===== src/rtl/bank_fifo_write_arb.sv =====
// Two-requester burst arbiter for the BankFifo write port.
// Grants whole bursts of BURST_LEN words, round-robin between bursts.
module bank_fifo_write_arb #(
  parameter int W         = 16,
  parameter int BURST_LEN = 128
) (
  input  logic         clk,
  input  logic         rst,
  input  logic         req0,
  input  logic         req1,
  input  logic [W-1:0] data0,
  input  logic [W-1:0] data1,
  output logic         ack0,
  output logic         ack1,
  output logic [1:0]   grant,
  output logic         fifo_w_trigger,
  output logic [W-1:0] fifo_w_data,
  input  logic         fifo_w_done,
  output logic         burst_done,
  output logic [15:0]  burst_cnt0,
  output logic [15:0]  burst_cnt1,
  output logic         err
);

  localparam int CW = $clog2(BURST_LEN);
  localparam logic [CW-1:0] LAST = CW'(BURST_LEN - 1);

  typedef enum logic {IDLE, BURST} state_t;

  state_t        state;
  logic [CW-1:0] wcnt;
  logic          rr;
  logic          take;
  logic          last;
  logic [1:0]    pick;

  always_comb begin
    fifo_w_trigger = (grant[0] & req0) | (grant[1] & req1);
    fifo_w_data    = '0;
    case (grant)
      2'b01:   fifo_w_data = data0;
      2'b10:   fifo_w_data = data1;
      default: fifo_w_data = '0;
    endcase
    // a done without a trigger is a protocol error, never an accept
    take       = fifo_w_done & fifo_w_trigger;
    ack0       = take & grant[0];
    ack1       = take & grant[1];
    last       = (wcnt == LAST);
    burst_done = take & last;
    pick       = {req1 & (~req0 | rr),
                  req0 & (~req1 | ~rr)};
  end

  always_ff @(posedge clk) begin
    if (rst) begin
      state      <= IDLE;
      grant      <= 2'b00;
      wcnt       <= '0;
      rr         <= 1'b0;
      burst_cnt0 <= 16'd0;
      burst_cnt1 <= 16'd0;
      err        <= 1'b0;
    end else begin
      if (fifo_w_done & ~fifo_w_trigger)
        err <= 1'b1;
      case (state)
        IDLE: begin
          if (|pick) begin
            grant <= pick;
            wcnt  <= '0;
            state <= BURST;
          end
        end
        BURST: begin
          if (take) begin
            if (last) begin
              wcnt  <= '0;
              grant <= 2'b00;
              rr    <= grant[0];
              state <= IDLE;
              if (grant[0])
                burst_cnt0 <= burst_cnt0 + 16'd1;
              else
                burst_cnt1 <= burst_cnt1 + 16'd1;
            end else begin
              wcnt <= wcnt + 1'b1;
            end
          end
        end
        default: state <= IDLE;
      endcase
    end
  end

endmodule


===== config.mk =====
export PLATFORM = sky130hd
export DESIGN_NAME = bank_fifo_write_arb
export DESIGN_NICKNAME = d
export VERILOG_FILES = /design/src/rtl/bank_fifo_write_arb.sv
export SDC_FILE = /design/constraint.sdc
export NUM_CORES = 1
export LEC_CHECK = 0
export CORE_AREA = 4 4 83 85
export DETAILED_ROUTE_END_ITERATION = 10
export DIE_AREA = 0 0 87 89
export GPL_TIMING_DRIVEN = 0
export MAX_ROUTING_LAYER = met4
export PLACE_DENSITY_LB_ADDON = 0.3
export SLEW_MARGIN = 5
export SYNTH_ARGS = -nofsm -noshare
export SYNTH_HDL_FRONTEND = slang
export SYNTH_SLANG_ARGS = --single-unit

===== constraint.sdc =====
create_clock -name clk -period 2.2 [get_ports clk]
set_clock_uncertainty 0.15 [all_clocks]
set_input_delay 0.66 -clock clk [delete_from_list [all_inputs] [get_ports clk]]
set_output_delay 0.66 -clock clk [all_outputs]
set_load 0.01 [all_outputs]

==> results.md <==
* Status: complete, but fails checks
* Violations in the final reports: negative setup slack
* Grt ovf at 0
* Distinct cells, synth at 41
* Worst slew pin tran at 0.528 ns
* Vias in the first global route at 2,397
* Post-Synth XOR/XNOR Area at 9.84%
* DR vias at 2,548
* GR met3 Demand/Resource at 4.70%
* Worst path arrival time at 1.62 ns
* Placement row count at 29
* Core Box Area at 0.00620 sq mm
* RSZ-0062 raised after global routing: true
* Fin. Hold Viols at 0
* Height of the die at 89 um
* Worst EP required at 1.39 ns
* GRT busiest layer: met2
* CP Class: in2out
* # H-tree levels at 2
* Met2 GRT Util at 30.7%
* GP Congestion at 0.900
* Crit Path Max Fanout at 5
* Crit. End Element: output pin
* CTS Buf Count at 5
* Achievable Freq at 0.411 GHz
* P per Cell Area at 441 mW/mm^2
* Max IR drop VDD at 337 uV
* Setup total negative slack at -3.10 ns
* Layout area overhead at 60.7%
* Post-synth net total at 331
* Ports at 92
* Tot Pwr at 1.64 mW
* Worst-skew pair later-pin latency at 0.30 ns
* Inserted Diodes at 0
* Initial DRC Count at 193
* Fin worst setup slack at -0.233 ns
* Total wire length at 7.22 mm
* Final worst-path cycle share at 111%
* Clk root buf: clkbuf_8
* Half-perimeter wire length after placement at 5.06 mm
* Mux share of post-synthesis cell area at 1.84%
* Met1 Use GR at 25.3%
* Layout cells sized above 1 at 27.2%
* Yosys reg bits at 44
* First-pass GRT wire length at 11.8 mm
* Fin nets at 442
* Die footprint at 0.00774 sq mm
* Sequential area share after synthesis at 38.1%
* Initial Utilization at 37.3%
* Antenna Nets Post-Route at 0
* CTS sink cnt at 44
* Syn Area/Cell at 8.01 sq um
* Vias per cell at 5.33
* Final Critical Period at 2.43 ns
* Die width at 87 um
* Final setup viols at 18
* Clk pin slew, worst setup/hold paths at 0.08 ns
* Crit-path cells: buf_2 > inv_1 > or4b_4 > inv_4 > buf_6
* Largest net degree at the start of global routing at 14
* Slowest CP cell: or4b_4
* Largest family of logic cells by synthesized area: simple AND/OR/NAND/NOR gates
* Max_cap viols at 0
* DRC at 0
* Compound-Gate Fraction of Synth Area at 12.0%
* CTS tree: done
* Synthesized-area fraction occupied by adder cells at 2.70%
* Initial antenna violation count at 0
* Slew Limit Headroom at 64.8%
* Mapped cell area at 0.00231 sq mm
* Wirelength per Cell at 15.1 um
* Gate Count Post-Synth at 289
* Clock buffer depth at 2
* Max Slew Vio Count at 0
* Synth Area in Simple Gates at 30.9%
* CP startpoint kind: input pin
* Number of synthesis warnings at 0
* Detailed-router iteration count before antenna repair at 4
* Min-delay worst type: reg2reg
* GRT Util Overall at 19.4%
* # port buffers at 90
* Leak at 1.35 nW
* Worst path max stage delay at 0.56 ns
* DP Worst Slack at -1.16 ns
-- cell type report --
cell class	instances	area, sq um
inverters	5	25.0
clock buffers	7	86.3
fillers	540	2480
repair buffers	107	943
clock inverters	1	7.51
flip-flops and latches	44	897
well taps	77	96.3
multi-input cells	222	1520
plain buffers	15	149
-- stage by stage --
| stage | hold slack, ns | instances | instance area (sq um) | util (%) |
|---|---|---|---|---|
| 6_report | 0.320 | 478 | 3720 | 60.0 |
| 5_1_grt | 0.365 | 478 | 3720 | 60.0 |
| 3_3_place_gp | 0.304 | 456 | 3350 | 53.9 |
| 2_1_floorplan | 0.286 | 289 | 2350 | - |
| 3_5_place_dp | 0.307 | 456 | 3350 | 53.9 |
| 4_1_cts | 0.326 | 474 | 3650 | 58.9 |
-- cell usage after synthesis (all sizes together) --
| master | n | area, sq um |
|---|---|---|
| o21a | 1 | 7.51 |
| or2 | 3 | 18.8 |
| a311oi | 1 | 8.76 |
| nand4 | 17 | 106 |
| xor2 | 18 | 158 |
| and3 | 6 | 38.8 |
| a21oi | 11 | 55.1 |
| nor4 | 7 | 50.1 |
| buf | 7 | 48.8 |
| nand3b | 1 | 7.51 |
| mux2 | 2 | 22.5 |
| and4 | 1 | 8.76 |
| or4b | 1 | 10.0 |
| ha | 5 | 62.6 |
| nor2 | 62 | 233 |
| a22o | 1 | 10.0 |
| nand4b | 1 | 8.76 |
| nand2b | 1 | 6.26 |
| nor3 | 5 | 36.3 |
| clkbuf | 11 | 41.3 |
| dfxtp | 44 | 881 |
| mux2i | 2 | 20.0 |
| or3 | 3 | 18.8 |
| nand3 | 17 | 85.1 |
| a22oi | 17 | 128 |
| nor2b | 2 | 12.5 |
| a41oi | 1 | 8.76 |
| o21ai | 9 | 45.0 |
| nand2 | 13 | 48.8 |
| inv | 5 | 18.8 |
| a211oi | 2 | 15.0 |
| and2 | 4 | 25.0 |
| xnor2 | 8 | 70.1 |
-- final timing paths --
check | from | to | slack (ns) | cells past startpoint
setup / recovery | fifo_w_done | burst_done | -0.23 | 5
hold / removal | err | err | 0.32 | 2
setup reg to reg | wcnt[0] | burst_cnt1[13] | 0.11 | 7
hold reg to reg | err | err | 0.32 | 2
-- flip-flops by register name, summed over array words and instances, names as in the netlist --
name        count
burst_cnt1     16
wcnt            7
state           1
burst_cnt0     16
err             1
rr              1
grant           2
-- layout by cell type (no fill, tap or decap), types with 3 or more instances in the layout --
master,n
a21oi_1,11
a22oi_2,16
and3_1,5
buf_2,23
buf_4,14
buf_6,8
clkbuf_1,6
clkbuf_16,3
clkbuf_8,6
clkdlybuf4s50_1,66
dfxtp_1,39
dfxtp_4,4
ha_4,3
inv_1,3
nand2_1,11
nand3_1,17
nand4_1,17
nor2_1,47
nor2_2,14
nor3_1,3
nor4_1,6
o21ai_0,9
or3_1,3
xnor2_1,8
xor2_1,18
-- metal layers --
layer | share of wire (%) | routed length [um]
met5 | 0 | 0
met2 | 47 | 3400
met4 | 0.75 | 54
met3 | 8.3 | 596
met1 | 44 | 3160
-- power breakdown --
| group | internal [mW] | total [mW] | switching (mW) |
|---|---|---|---|
| Sequential | 0.800 | 0.806 | 0.00624 |
| Combinational | 0.162 | 0.297 | 0.135 |
| Clock | 0.256 | 0.537 | 0.281 |
-- worst max-delay path: cells and delay by family --
kind	cells	cell delay, ns
buf+inv	4	0.40
simple gates	1	0.56
-- timing repair --
action	4_1_cts	5_1_grt
pin swaps	9	7
gates cloned	0	2
endpoints found under the setup margin	53	22
hold buffers	0	0
setup buffers	13	2
gates resized for setup	143	10
-- cell families after synthesis --
logic type | Yosys count
mux | 4
flops | 44
fa+ha+maj | 5
xor+xnor | 26
simple gates | 144
buf+inv | 23
compound gates | 43
Note: power is estimated with default switching activity, not from simulation.
